`src/rtl/disp_scan_mux.sv`:
```
// Time-multiplexed N-digit display scanner with dead-time blanking, per-digit
// masking and frame-coherent input snapshots feeding one shared segment decoder.
module disp_scan_mux #(
  parameter int unsigned NUM_DIGITS   = 4,
  parameter int unsigned DIG_W        = 4,
  parameter int unsigned DWELL_CYCLES = 25000,
  parameter int unsigned BLANK_CYCLES = 100
) (
  input  logic                                          IntOsc,
  input  logic                                          Reset,
  input  logic [NUM_DIGITS*DIG_W-1:0]                   DigitsIn,
  input  logic [NUM_DIGITS-1:0]                         DigitMask,
  output logic [DIG_W-1:0]                              SegInput,
  output logic [NUM_DIGITS-1:0]                         En,
  output logic [(NUM_DIGITS > 1 ? $clog2(NUM_DIGITS) : 1)-1:0] DigIdx,
  output logic                                          FrameStart
);

  localparam int unsigned IW         = (NUM_DIGITS > 1) ? $clog2(NUM_DIGITS) : 1;
  localparam int unsigned CNT_MAX    = (DWELL_CYCLES > BLANK_CYCLES) ? DWELL_CYCLES : BLANK_CYCLES;
  localparam int unsigned CW         = (CNT_MAX > 1) ? $clog2(CNT_MAX) : 1;
  localparam int unsigned BLANK_LAST = (BLANK_CYCLES > 0) ? BLANK_CYCLES - 1 : 0;
  localparam bit          HAS_BLANK  = (BLANK_CYCLES > 0);

  typedef enum logic [1:0] {
    ST_INIT  = 2'd0,
    ST_BLANK = 2'd1,
    ST_SHOW  = 2'd2
  } state_t;

  state_t                        r_state, w_state_n;
  logic [IW-1:0]                 r_idx, w_idx_n;
  logic [CW-1:0]                 r_cnt, w_cnt_n;
  logic [NUM_DIGITS*DIG_W-1:0]   r_dig, w_dig_n;
  logic [NUM_DIGITS-1:0]         r_mask, w_mask_n;
  logic [DIG_W-1:0]              r_seg, w_seg_n;
  logic [NUM_DIGITS-1:0]         r_en, w_en_n;
  logic                          r_fs, w_fs_n;
  logic                          w_snap;

  always_ff @(posedge IntOsc or negedge Reset) begin
    if (!Reset) begin
      r_state <= ST_INIT;
      r_idx   <= '0;
      r_cnt   <= '0;
      r_dig   <= '0;
      r_mask  <= '0;
      r_seg   <= '0;
      r_en    <= '0;
      r_fs    <= 1'b0;
    end else begin
      r_state <= w_state_n;
      r_idx   <= w_idx_n;
      r_cnt   <= w_cnt_n;
      r_dig   <= w_dig_n;
      r_mask  <= w_mask_n;
      r_seg   <= w_seg_n;
      r_en    <= w_en_n;
      r_fs    <= w_fs_n;
    end
  end

  // Next state plus outputs for the state being entered, so every output is a flop.
  always_comb begin
    w_state_n = r_state;
    w_idx_n   = r_idx;
    w_cnt_n   = r_cnt + CW'(1);
    w_snap    = 1'b0;
    w_fs_n    = 1'b0;
    w_seg_n   = '0;
    w_en_n    = '0;

    unique case (r_state)
      ST_INIT: begin
        w_snap    = 1'b1;
        w_fs_n    = 1'b1;
        w_idx_n   = '0;
        w_cnt_n   = '0;
        w_state_n = HAS_BLANK ? ST_BLANK : ST_SHOW;
      end
      ST_BLANK: begin
        if (r_cnt == CW'(BLANK_LAST)) begin
          w_cnt_n   = '0;
          w_state_n = ST_SHOW;
        end
      end
      ST_SHOW: begin
        if (r_cnt == CW'(DWELL_CYCLES - 1)) begin
          w_cnt_n   = '0;
          w_state_n = HAS_BLANK ? ST_BLANK : ST_SHOW;
          if (r_idx == IW'(NUM_DIGITS - 1)) begin
            w_idx_n = '0;
            w_snap  = 1'b1;
            w_fs_n  = 1'b1;
          end else begin
            w_idx_n = r_idx + IW'(1);
          end
        end
      end
      default: begin
        w_state_n = ST_INIT;
        w_cnt_n   = '0;
      end
    endcase

    w_dig_n  = w_snap ? DigitsIn  : r_dig;
    w_mask_n = w_snap ? DigitMask : r_mask;

    // Digit value is presented during blanking too, giving the decoder setup time.
    for (int k = 0; k < NUM_DIGITS; k++) begin
      if (w_idx_n == IW'(k)) begin
        w_seg_n   = w_dig_n[k*DIG_W +: DIG_W];
        w_en_n[k] = (w_state_n == ST_SHOW) && w_mask_n[k];
      end
    end
  end

  assign SegInput   = r_seg;
  assign En         = r_en;
  assign DigIdx     = r_idx;
  assign FrameStart = r_fs;

endmodule

```
`config.mk`:
```
export PLATFORM = sky130hd
export DESIGN_NAME = disp_scan_mux
export DESIGN_NICKNAME = d
export VERILOG_FILES = /design/src/rtl/disp_scan_mux.sv
export SDC_FILE = /design/constraint.sdc
export NUM_CORES = 1
export LEC_CHECK = 0
export ABC_AREA = 1
export BUFFER_PORTS_ARGS = -buffer_cell sky130_fd_sc_hd__buf_2
export CORE_MARGIN = 1
export CORE_UTILIZATION = 35
export DETAILED_ROUTE_END_ITERATION = 7
export GPL_TIMING_DRIVEN = 1
export PLACE_DENSITY = 0.56
export SYNTH_ARGS = -nofsm -noshare
export SYNTH_HDL_FRONTEND = slang
export SYNTH_SLANG_ARGS = --single-unit
```
`constraint.sdc`:
```
create_clock -name IntOsc -period 4.5 [get_ports IntOsc]
set_input_delay 0.225 -clock IntOsc [delete_from_list [all_inputs] [get_ports IntOsc]]
set_output_delay 0.225 -clock IntOsc [all_outputs]
set_load 0.1 [all_outputs]
```
==> results by group <==
Status
  – Status: completed

STA
  – Worst-Margin Slew: 1.08 ns
  – Fin Setup TNS: 0 ns
  – Fin crit share: 51.0%
  – Fin. Hold Viols: 0
  – Slew Viols, Final: 0
  – Achievable Freq: 436 MHz
  – Relative slew slack: 28.1%
  – Layout Skew: 0.00757 ns
  – Final setup fails: 0
  – RSZ-0062 raised after global routing: no
  – Fin crit period: 2.29 ns

Clock tree
  – Post-CTS Repair Setup Buffers: 0
  – Worst-path clk slew: 0.09 ns
  – Clock sink count: 48
  – Post-CTS sizing: 0
  – Max H-tree Level: 2
  – CTS root buffer: clkbuf_8
  – Clock buffer depth: 2
  – CTS Buf Count: 5
  – Hold_buf cts: 0
  – Worst-Skew Late Latency: 0.30 ns
  – CTS tree: done

Floorplan
  – Starting Density: 36.9%
  – Core Area: 0.00694 mm²
  – Die area: 0.00767 mm²
  – Die Y: 87.6 µm
  – Die width: 87.6 µm
  – Rows: 30
  – IO Pins: 33

Power
  – Peak supply drop: 0.0893 mV
  – PwrDens: 284 mW/mm²
  – Leakage power: 1.47 nW

Yosys
  – Syn_area_per_cell: 8.63 µm²
  – Share of the synthesized area in the top cell type: 46.9%
  – Post-synthesis compound-gate area fraction: 2.05%
  – Register area share after synthesis: 46.9%
  – Dominant synthesized flop cell: dfrtp_1
  – Cell area after synthesis: 0.00256 mm²
  – Number of library cell types mapped by synthesis: 35
  – Top cell type by total area after synthesis: dfrtp_1
  – Ys async rst share: 100%
  – Largest family of logic cells by synthesized area: simple AND/OR/NAND/NOR gates
  – YS warnings: 0
  – Syn Inst Count: 297
  – Post-synthesis simple-gate area fraction: 38.3%
  – FF+latch count, synth: 48
  – Xor and xnor area share after synthesis: 2.73%
  – Post-synthesis mux area share: 0%
  – Synth Net Count: 325
  – Synth area leaders: dfrtp_1 (47%), nand2_1 (11%), nand3_1 (7.2%)
  – EDFF count, synth: 0
  – Adder-cell share of the synthesized area: 2.93%

Layout
  – Area growth syn-to-layout: 13.0%
  – Share of layout cells above drive strength 1: 22.0%
  – Final cell count without fillers: 424
  – Filler instances: 716
  – Sequential cell area: 0.00120 mm²
  – Nets: 355
  – Diodes inserted: 0
  – Area of the multi-input gates: 0.00118 mm²
  – Finished layout cell area: 0.00290 mm²

Critical path
  – Crit-path max FO: 21
  – Worst path arrival time: 2.51 ns
  – Critical path required time: 4.72 ns
  – Startpoint Class: register
  – Crit Path Class: register to register
  – CP Capture Type: register

Detailed routing
  – Final ANT Viol Nets: 0
  – WL final: 5460 µm
  – Post-route DRC: 0
  – Via-per-instance ratio: 4.74
  – Via count: 2009
  – Initial drt markers: 136
  – Wire per inst: 12.9 µm
  – Drt first pass iters: 4

Global routing
  – First-pass GRT wire length: 9500 µm
  – Tot GR Track Use: 16.2%
  – Antenna violations before repair: 0
  – Vias in the first global route: 1957
  – Gr ovfl total: 0
  – Largest net degree at the start of global routing: 49

Placed design
  – Placed Area: 0.00277 mm²
  – Final Wtd Congestion: 0.782
  – Post-DP HPWL: 3880 µm
  – PortBufs: 32
  – Placed Instances: 416

Run
  – Max-Cap Viols: 0

Worst hold path
  – Hold Crit Class: primary input to asynchronous set/reset pin
## per-layer routing
metal	global-route usage (%)	share of wire [%]	up-vias
li1	-	-	1025
met1	23.9	51	949
met2	23.8	44	31
met3	3.39	3.7	4
met4	5.37	1.4	0
met5	0	0	-
## layout make-up
type                            count  area share, %
Tap cell                           96           4.15
Timing Repair Buffer               32           5.53
Inverter                           30           3.89
Multi-Input combinational cell    210           40.8
Clock buffer                        6           2.85
Clock inverter                      2           1.34
Sequential cell                    48           41.5
## cells by family after synthesis
logic type	Yosys count
buffers and inverters	39
AO/OA/AOI/OAI	7
XOR/XNOR	8
flip-flops	48
AND/OR/NAND/NOR	189
adder cells (fa/ha/maj)	6
## Yosys cell counts (6+ instances only)
cell type,n
dfrtp_1,48
xor2_1,7
inv_2,6
nand3_1,37
nand2_1,75
nor3_1,9
inv_1,22
nand2_2,8
ha_1,6
nor2_1,29
nand4_1,7
## metrics by stage
stage | power (W) | hold WS [ns] | utilization (%) | setup slack [ns]
CTS | 0.000835 | 0.135 | 41.7 | 2.20
finish | 0.000822 | 0.113 | 41.7 | 2.21
global placement | 0.000502 | 0.450 | 39.9 | 2.24
detailed placement | 0.000503 | 0.454 | 39.9 | 2.24
global route | 0.000858 | 0.153 | 41.7 | 1.98
floorplan | 0.000479 | -0.0706 | - | 2.44
## worst max-delay path, stage by stage (launching register included)
cell and delay [ns]:
dfrtp_1 0.42, inv_1 0.12, ha_1 0.42, nand4_4 0.37, nand2_2 0.44, nand2_1 0.10
nand2_1 0.10, nand3_1 0.08, nor3_1 0.17
## power breakdown
group | internal, W | leakage, nW | total, W | switching, W
Clock | 0.000182 | 0.0614 | 0.000329 | 0.000147
Combinational | 0.0000140 | 0.807 | 0.0000485 | 0.0000345
Sequential | 0.000442 | 0.600 | 0.000445 | 0.00000308
## sequential cells by signal, indices dropped and copies added, names as in the netlist
register,count
r_cnt,15
r_dig,16
SegInput,4
En,4
FrameStart,1
r_mask,4
r_state,2
DigIdx,2
## worst paths after layout
check	endpoint	cells after the start	start	slack, ns
max	En[3]	8	r_state[0]	2.21
min	r_cnt[1]	1	Reset	0.11
max reg2reg	En[3]	8	r_state[0]	2.21
min reg2reg	r_cnt[0]	1	r_cnt[0]	0.46
max in group asynchronous	r_dig[9]	1	Reset	3.72
min in group IntOsc	r_dig[12]	3	DigitsIn[12]	0.14
## cell usage in the layout, fill, tap and decap left out, types with 7 or more instances in the layout
cell,netlist,final
nand3_1,37,37
nor2_1,29,29
dfrtp_1,48,48
nand4_1,7,7
nor3_1,9,9
inv_1,22,22
nand2_1,75,75
buf_2,1,32
xor2_1,7,7
nand2_2,8,8
Power figures use the tool's default switching activity.
